--- src/rtl/hermes_tx_slice.sv ---
// Hermes local-port TX slice: two-entry skid buffer between DMNI and router,
// plus a packet-length checker and forwarded-packet counter on the output side.
module hermes_tx_slice #(
    parameter int FLIT_SIZE = 32
) (
    input  logic                 clk_i,
    input  logic                 rst_ni,
    input  logic                 rx_i,
    input  logic                 eop_i,
    output logic                 credit_o,
    input  logic [FLIT_SIZE-1:0] data_i,
    output logic                 tx_o,
    output logic                 eop_o,
    input  logic                 credit_i,
    output logic [FLIT_SIZE-1:0] data_o,
    input  logic                 clr_i,
    output logic [31:0]          pkt_cnt_o,
    output logic                 len_err_o,
    output logic                 busy_o
);

    typedef enum logic [1:0] {
        HEADER  = 2'd0,
        SIZE    = 2'd1,
        PAYLOAD = 2'd2
    } chk_state_t;

    logic                 main_valid;
    logic                 main_eop;
    logic [FLIT_SIZE-1:0] main_data;
    logic                 skid_valid;
    logic                 skid_eop;
    logic [FLIT_SIZE-1:0] skid_data;
    logic                 skid_next;
    logic                 credit_q;
    logic                 in_xfer;
    logic                 out_xfer;

    chk_state_t  state_q;
    chk_state_t  state_d;
    logic [31:0] remaining_q;
    logic [31:0] remaining_d;
    logic [31:0] size_val;
    logic        err_set;
    logic [31:0] pkt_cnt_q;
    logic        len_err_q;

    assign in_xfer  = rx_i & credit_q;
    assign out_xfer = main_valid & credit_i;

    // The skid fills only when a flit arrives while main is stuck; it empties
    // on the cycle main drains. credit is registered from this next value.
    assign skid_next = skid_valid ? ~out_xfer : (in_xfer & main_valid & ~out_xfer);

    always_ff @(posedge clk_i or negedge rst_ni) begin
        if (!rst_ni) begin
            main_valid <= 1'b0;
            main_eop   <= 1'b0;
            main_data  <= '0;
            skid_valid <= 1'b0;
            skid_eop   <= 1'b0;
            skid_data  <= '0;
            credit_q   <= 1'b1;
        end else begin
            if (skid_valid) begin
                if (out_xfer) begin
                    main_data <= skid_data;
                    main_eop  <= skid_eop;
                end
            end else if (in_xfer) begin
                if (!main_valid || out_xfer) begin
                    main_valid <= 1'b1;
                    main_data  <= data_i;
                    main_eop   <= eop_i;
                end else begin
                    skid_data <= data_i;
                    skid_eop  <= eop_i;
                end
            end else if (out_xfer) begin
                main_valid <= 1'b0;
                main_eop   <= 1'b0;
            end
            skid_valid <= skid_next;
            credit_q   <= ~skid_next;
        end
    end

    // The size field is the low 32 bits of the flit, zero-extended when narrower.
    generate
        if (FLIT_SIZE >= 32) begin : g_size_wide
            assign size_val = main_data[31:0];
        end else begin : g_size_narrow
            assign size_val = {{(32-FLIT_SIZE){1'b0}}, main_data};
        end
    endgenerate

    always_ff @(posedge clk_i or negedge rst_ni) begin
        if (!rst_ni) begin
            state_q     <= HEADER;
            remaining_q <= '0;
        end else begin
            state_q     <= state_d;
            remaining_q <= remaining_d;
        end
    end

    always_comb begin
        state_d     = state_q;
        remaining_d = remaining_q;
        err_set     = 1'b0;
        if (out_xfer) begin
            case (state_q)
                HEADER: begin
                    if (main_eop) begin
                        err_set = 1'b1;
                    end else begin
                        state_d = SIZE;
                    end
                end
                SIZE: begin
                    if (main_eop) begin
                        err_set = (size_val != 32'd0);
                        state_d = HEADER;
                    end else begin
                        remaining_d = size_val;
                        err_set     = (size_val == 32'd0);
                        state_d     = PAYLOAD;
                    end
                end
                PAYLOAD: begin
                    remaining_d = (remaining_q == 32'd0) ? 32'd0 : remaining_q - 32'd1;
                    if (main_eop) begin
                        err_set = (remaining_q != 32'd1);
                        state_d = HEADER;
                    end else begin
                        err_set = (remaining_q <= 32'd1);
                    end
                end
                default: state_d = HEADER;
            endcase
        end
    end

    // clr wins over a same-cycle increment or error set.
    always_ff @(posedge clk_i or negedge rst_ni) begin
        if (!rst_ni) begin
            pkt_cnt_q <= '0;
            len_err_q <= 1'b0;
        end else if (clr_i) begin
            pkt_cnt_q <= '0;
            len_err_q <= 1'b0;
        end else begin
            if (out_xfer && main_eop) begin
                pkt_cnt_q <= pkt_cnt_q + 32'd1;
            end
            if (err_set) begin
                len_err_q <= 1'b1;
            end
        end
    end

    assign credit_o  = credit_q;
    assign tx_o      = main_valid;
    assign eop_o     = main_eop;
    assign data_o    = main_data;
    assign pkt_cnt_o = pkt_cnt_q;
    assign len_err_o = len_err_q;
    assign busy_o    = main_valid | skid_valid | (state_q != HEADER);

endmodule

--- config.mk ---
export PLATFORM = sky130hd
export DESIGN_NAME = hermes_tx_slice
export DESIGN_NICKNAME = d
export VERILOG_FILES = /design/src/rtl/hermes_tx_slice.sv
export SDC_FILE = /design/constraint.sdc
export NUM_CORES = 1
export LEC_CHECK = 0
export ABC_AREA = 1
export CAP_MARGIN = 30
export CORE_MARGIN = 2
export CORE_UTILIZATION = 55
export DETAILED_ROUTE_END_ITERATION = 12
export GPL_ROUTABILITY_DRIVEN = 0
export PLACE_DENSITY_LB_ADDON = 0.05
export SKIP_LAST_GASP = 1
export SLEW_MARGIN = 0
export SYNTH_ARGS = -nofsm -noshare
export SYNTH_HDL_FRONTEND = slang
export SYNTH_SLANG_ARGS = --single-unit
--- constraint.sdc ---
create_clock -name clk_i -period 2.2 [get_ports clk_i]
set_clock_uncertainty 0.1 [all_clocks]
set_input_delay 0.44 -clock clk_i [delete_from_list [all_inputs] [get_ports clk_i]]
set_output_delay 0.44 -clock clk_i [all_outputs]
set_load 0.01 [all_outputs]
==> impl_metrics.toml, run 1 <==
[die]
dieArea_mm2 = 0.01422
rows = 42
ios = 107
core_area_mm2 = 0.01309
start_util_pct = 55.82
die_h_um = 119.2
chipWidth_um = 119.2

[pwr]
power.share.switching_pct = 39.38
p_per_area_mw_per_mm2 = 1218
switchingPower_w = 0.004496
seq_power_share_pct = 38.9
p_comb_share_pct = 36.0
finalPower_w = 0.01142
internal_power_w = 0.006920
p_leak_nw = 4.228
ir_drop_mv = 0.8482
p_clk_share_pct = 25.2

[synthesis]
synth_cell_types = 43
async_flop_share_pct = 100.0
synthAdderAreaFrac_pct = 0.6852
synth_xor_area_share_pct = 1.199
ys.flop_type = "dfrtp_1"
yosys.area.top_type = "dfrtp_1"
synthMuxAreaShare_pct = 0
synth_edf_count = 0
synth_top_family_by_area = "simple AND/OR/NAND/NOR gates"
yosys_warnings = 0
synth_cells = 956
ys_ff_latch = 136
synth_compound_area_share_pct = 13.86
yosys.area_share.simple_pct = 30.88
synth.avg_cell_area_um2 = 7.641
synth_area_leaders = "dfrtp_1 (46%), nand2_1 (14%), nor2_1 (6.4%)"
synth_area_mm2 = 0.007305
seq_area_frac_synth_pct = 46.61
synth_nets = 998
synth_top_area_share_pct = 46.25

[setup_path]
critical_path.slowest_cell = "clkdlybuf4s50_1"
crit_path_max_fanout = 4
crit_path_start_kind = "flip-flop"
cp_top_family = "buffers and inverters"
cp.required_ns = 1.66
worstSetupEndpointType = "output pin"
cp_num_buf_inv = 1
cp.arrival_ns = 1.56
path_cells = "clkdlybuf4s50_1"
criticalPathCategory = "flip-flop to output pin"
max_stage_delay_ns = 0.63

[drt]
dr.pass1.iters = 5
drt-wirelength-per-cell_um = 15.84
routed_wl_um = 20080
drt-vias-per-instance = 5.437
vias = 6894
drt_iter0_markers = 638
drc_errors = 0
final_antenna_net_count = 0

[final_layout]
layout_common_cells = "nand2_1 (281), dfrtp_1 (134), nor2_1 (122)"
drive_gt1_share_pct = 10.44
antenna_cells = 0
final-instance-count-excl-fill = 1268
fin_nets = 1121
fillers = 1023
final_common_cell = "nand2_1"
stdcell_area_mm2 = 0.009373
syn_to_final_growth_pct = 28.31

[grt]
grt_max_degree = 60
grt_pass1_wl_um = 32440
grt_remaining_overflow = 0
antenna_found_initial = 0
grt_pass1_vias = 6279
grt_use_total_pct = 29.13

[clock_tree]
clockRootBuffer = "clkbuf_16"
clock_path_buffers = 2
cts.clk_slew.worst_paths_ns = 0.06
cts-buffers-inserted = 17
cts.sinks = 136
clk_latency_ns = 0.43
postCtsSetupBuffers = 0
htreeDepth = 4
cts_tree = "yes"

[sta]
fmax_ghz = 0.4768
fin_crit_sh_pct = 95.32
layout_min_cycle_time_ns = 2.097
rsz0062_at_grt = "false"
tightestPinTransition_ns = 0.6379
setup_violations = 0
maxSlewViolCount = 0
hold_viol = 0
slew_headroom_pct = 57.41

[place]
post-place-cells = 1234
io_buffers = 106
placed_area_mm2 = 0.008737
dp_hpwl_um = 13940

[status]
run_status = "completed"

[worst_hold_path]
worstHoldPathType = "flip-flop to flip-flop"

[flow_run]
max_cap_violations = 0
-- worst min-delay path: stages (launching register included) --
cell and delay, ns:
dfrtp_1 0.34, nand2_1 0.05, nand2_1 0.05
-- sequential cells by signal, indices dropped and copies added, names as in the netlist, 2 cells and up --
signal and cells:
data_o 32, skid_data 32, pkt_cnt_o 32, state_q 2, remaining_q 32
-- power by group through the flow --
| stage | Combinational, W | Clock, W | Sequential [W] |
|---|---|---|---|
| 2_1_floorplan | 0.00239 | 0 | 0.00424 |
| 3_3_place_gp | 0.00398 | 0 | 0.00440 |
| 3_5_place_dp | 0.00406 | 0 | 0.00441 |
| 4_1_cts | 0.00410 | 0.00289 | 0.00439 |
| 5_1_grt | 0.00458 | 0.00302 | 0.00455 |
| 6_report | 0.00411 | 0.00287 | 0.00444 |
-- final timing paths --
check | to | start | slack, ns | cells past startpoint
setup reg to reg | remaining_q[30] | remaining_q[0] | 0.17 | 11
hold reg to reg | skid_data[14] | skid_data[14] | 0.37 | 2
hold / removal | skid_data[14] | skid_data[14] | 0.37 | 2
max in group asynchronous | credit_o | rst_ni | 0.94 | 3
min in group asynchronous | remaining_q[5] | rst_ni | 0.46 | 2
setup / recovery | data_o[22] | data_o[22] | 0.10 | 1
-- cells in the mapped netlist (all sizes together) (14+ instances only) --
cell / count
nand2: 292
nor2: 136
dfrtp: 135
inv: 88
a21oi: 67
nand3: 45
o21ai: 41
a31oi: 32
a22oi: 28
clkbuf: 20
nor3: 16
buf: 15
nand4: 14
-- timing repair --
item	in CTS	in global routing
hold endpoints to repair	50	0
pin swaps	0	1
hold buffers	1	0
setup endpoints to repair	1	32
cloned	0	1
resized for setup	1	5
-- metal layers --
| layer | share of wire [%] | GRT usage, % | vias to the layer above |
|---|---|---|---|
| met5 | 0 | 0 | - |
| met4 | 1.2 | 8.036 | 0 |
| met3 | 6.8 | 7.040 | 19 |
| met2 | 44 | 42.28 | 244 |
| met1 | 48 | 43.54 | 3253 |
| li1 | - | - | 3378 |
-- final cells by class --
type / instances / area [µm²] / area share (%)
Clock buffer: 17 / 425.4 / 4.539
Clock inverter: 15 / 165.2 / 1.762
Inverter: 88 / 332.8 / 3.551
Multi-Input combinational cell: 698 / 3441 / 36.71
Sequential cell: 136 / 3406 / 36.34
Tap cell: 176 / 220.2 / 2.349
Timing Repair Buffer: 138 / 1383 / 14.75
-- through the flow --
| stage | setup TNS [ns] | worst slack [ns] | util [%] | hold WS, ns |
|---|---|---|---|---|
| final | 0 | 0.1029 | 71.63 | 0.3695 |
| after global routing | 0 | 0.003494 | 71.63 | 0.3906 |
| after CTS | 0 | 0.0007029 | 71.38 | 0.3735 |
| after detailed placement | -0.02588 | -0.02588 | 66.77 | 0.3521 |
| after global placement | 0 | 0.06930 | 66.77 | 0.3529 |
| after floorplan | 0 | 0.4101 | - | 0.04441 |
-- cells by family after synthesis --
group / after synthesis
DFF: 136
xor gates and xnor gates: 10
and+or+nand+nor: 510
adders and majority gates: 4
AOI/OAI and AO/OA: 173
buffers and inverters: 123
No activity file was read; power rests on OpenSTA's default activity.
==> run 2: changes to the inputs <==
--- a/config.mk
+++ b/config.mk
@@ -7,8 +7,8 @@
 export LEC_CHECK = 0
 export ABC_AREA = 1
 export CAP_MARGIN = 30
-export CORE_MARGIN = 2
 export CORE_UTILIZATION = 55
+export CTS_CLUSTER_DIAMETER = 80
 export DETAILED_ROUTE_END_ITERATION = 12
 export GPL_ROUTABILITY_DRIVEN = 0
 export PLACE_DENSITY_LB_ADDON = 0.05
==> run 2 against run 1 <==
Effect of this change: register-to-register slack gained 0.05 ns; cell count is essentially flat; worst hold slack lost 0.0043 ns; clock power is essentially flat; fmax shrank 1.1%; combinational power is essentially flat; sequential share of layout area is essentially flat; wire length shrank 2.0%; core utilization grew 1.7 points; sequential cell count is the same; sequential power is essentially flat; setup slack lost 0.023 ns.
==> impl_metrics.toml, run 2 (synthesized netlist as in run 1, its figures left out) <==
[clock_tree]
clock_path_buffers = 2
clk_latency_ns = 0.42
clockRootBuffer = "clkbuf_16"
cts-buffers-inserted = 17
cts_tree = "yes"
htreeDepth = 4
cts.clk_slew.worst_paths_ns = 0.06
cts.sinks = 136

[final_layout]
final_common_cell = "nand2_1"
antenna_cells = 0
final_util_pct = 73.29
fin_nets = 1124
syn_to_final_growth_pct = 28.16
layout_common_cells = "nand2_1 (281), dfrtp_1 (135), nor2_1 (122)"
final-instance-count-excl-fill = 1267
drive_gt1_share_pct = 10.41

[grt]
grt_max_degree = 60
grt_pass1_vias = 6281
grt_remaining_overflow = 0
grt_use_total_pct = 30.55
antenna_found_initial = 0
grt_pass1_wl_um = 31800

[die]
ios = 107
rows = 41
start_util_pct = 57.18
die_h_um = 117.2
chipWidth_um = 117.2
dieArea_mm2 = 0.01375
core_area_mm2 = 0.01277

[setup_path]
ff2ff_path_depth = 11
cp.arrival_ns = 1.58
crit_path_start_kind = "flip-flop"
reg2reg_from = "remaining_q[0]"
rr_endpoint = "remaining_q[30]"
cp.required_ns = 1.66
crit_path_max_fanout = 8
worstSetupEndpointType = "output pin"
cp_num_buf_inv = 1
criticalPathCategory = "flip-flop to output pin"
max_stage_delay_ns = 0.64
critical_path.slowest_cell = "clkdlybuf4s50_1"
path_cells = "clkdlybuf4s50_1"
reg2reg_slack_ns = 0.22
cp_top_family = "buffers and inverters"

[worst_hold_path]
worstHoldPathType = "primary input to asynchronous set/reset pin"

[sta]
finalSetupTns_ns = 0
fin_crit_sh_pct = 96.38
slew_headroom_pct = 55.91
setup_violations = 0
hold_ws_ns = 0.3653
maxSlewViolCount = 0
rsz0062_at_grt = "false"
hold_viol = 0
layout_min_cycle_time_ns = 2.120
fmax_ghz = 0.4716
tightestPinTransition_ns = 0.6593

[pwr]
p_leak_nw = 4.250
ir_drop_mv = 0.7967
p_per_area_mw_per_mm2 = 1219
finalPower_w = 0.01141

[drt]
routed_wl_um = 19690
drt_iter0_markers = 639
drt-wirelength-per-cell_um = 15.54
vias = 6983
drt-vias-per-instance = 5.511
final_antenna_net_count = 0
dr.pass1.iters = 7
drc_errors = 0

[place]
post-place-cells = 1233
dp_hpwl_um = 13750
io_buffers = 106

[status]
run_status = "completed"

[flow_run]
max_cap_violations = 0
## run 2: stage by stage
step | worst slack [ns] | cell area, µm²
6_report | 0.07974 | 9361
5_1_grt | 0.03135 | 9361
4_1_cts | 0.02723 | 9346
3_5_place_dp | 0.007463 | 8742
3_3_place_gp | 0.07512 | 8742
2_1_floorplan | 0.4101 | 7305
## run 2: worst max-delay path by stage
stage	depth (start not counted)	start	end
after global routing	1	eop_o	eop_o
after floorplan	11	remaining_q[0]	remaining_q[30]
final	1	eop_o	eop_o
after global placement	13	credit_i	pkt_cnt_o[24]
after detailed placement	13	credit_i	pkt_cnt_o[24]
after CTS	3	state_q[1]	busy_o
## run 2: routing by layer
layer,global-route usage [%],vias up,part of all wire [%]
met2,46.51,259,46
met1,44.51,3308,46
li1,-,3393,-
met5,0,-,0
met4,7.173,0,1.0
met3,6.746,23,6.4
## run 2: final cells by class
cell class,count,area (µm²)
multi-input combinational,698,3430
fill,986,3412
sequential,136,3405
timing repair buffer,141,1393
clock buffer,19,442.9
inverter,88,332.8
tap,172,215.2
clock inverter,13,143.9
## run 2: where the power goes
| part | switching (W) | total, W | leakage [nW] | internal, W |
|---|---|---|---|---|
| registers | 0.00102 | 0.00445 | 1.65 | 0.00343 |
| clock network | 0.00114 | 0.00285 | 0.288 | 0.00171 |
| logic | 0.00227 | 0.00411 | 2.31 | 0.00184 |
## run 2: repair_timing
item,4_1_cts,5_1_grt
hold buffers,1,0
resized for setup,2,1
pin swaps,0,1
endpoints found under the setup margin,1,2
hold endpoints to repair,25,0
setup buffers,0,0
gates cloned,0,1
==> run 3: changes to the inputs <==
--- a/config.mk
+++ b/config.mk
@@ -6,6 +6,7 @@
 export NUM_CORES = 1
 export LEC_CHECK = 0
 export ABC_AREA = 1
+export ABC_CLOCK_PERIOD_IN_PS = 2200
 export CAP_MARGIN = 30
 export CORE_UTILIZATION = 55
 export CTS_CLUSTER_DIAMETER = 80
==> results of run 3 <==
The final DEF is identical to that of run 2; final timing and power are the same.
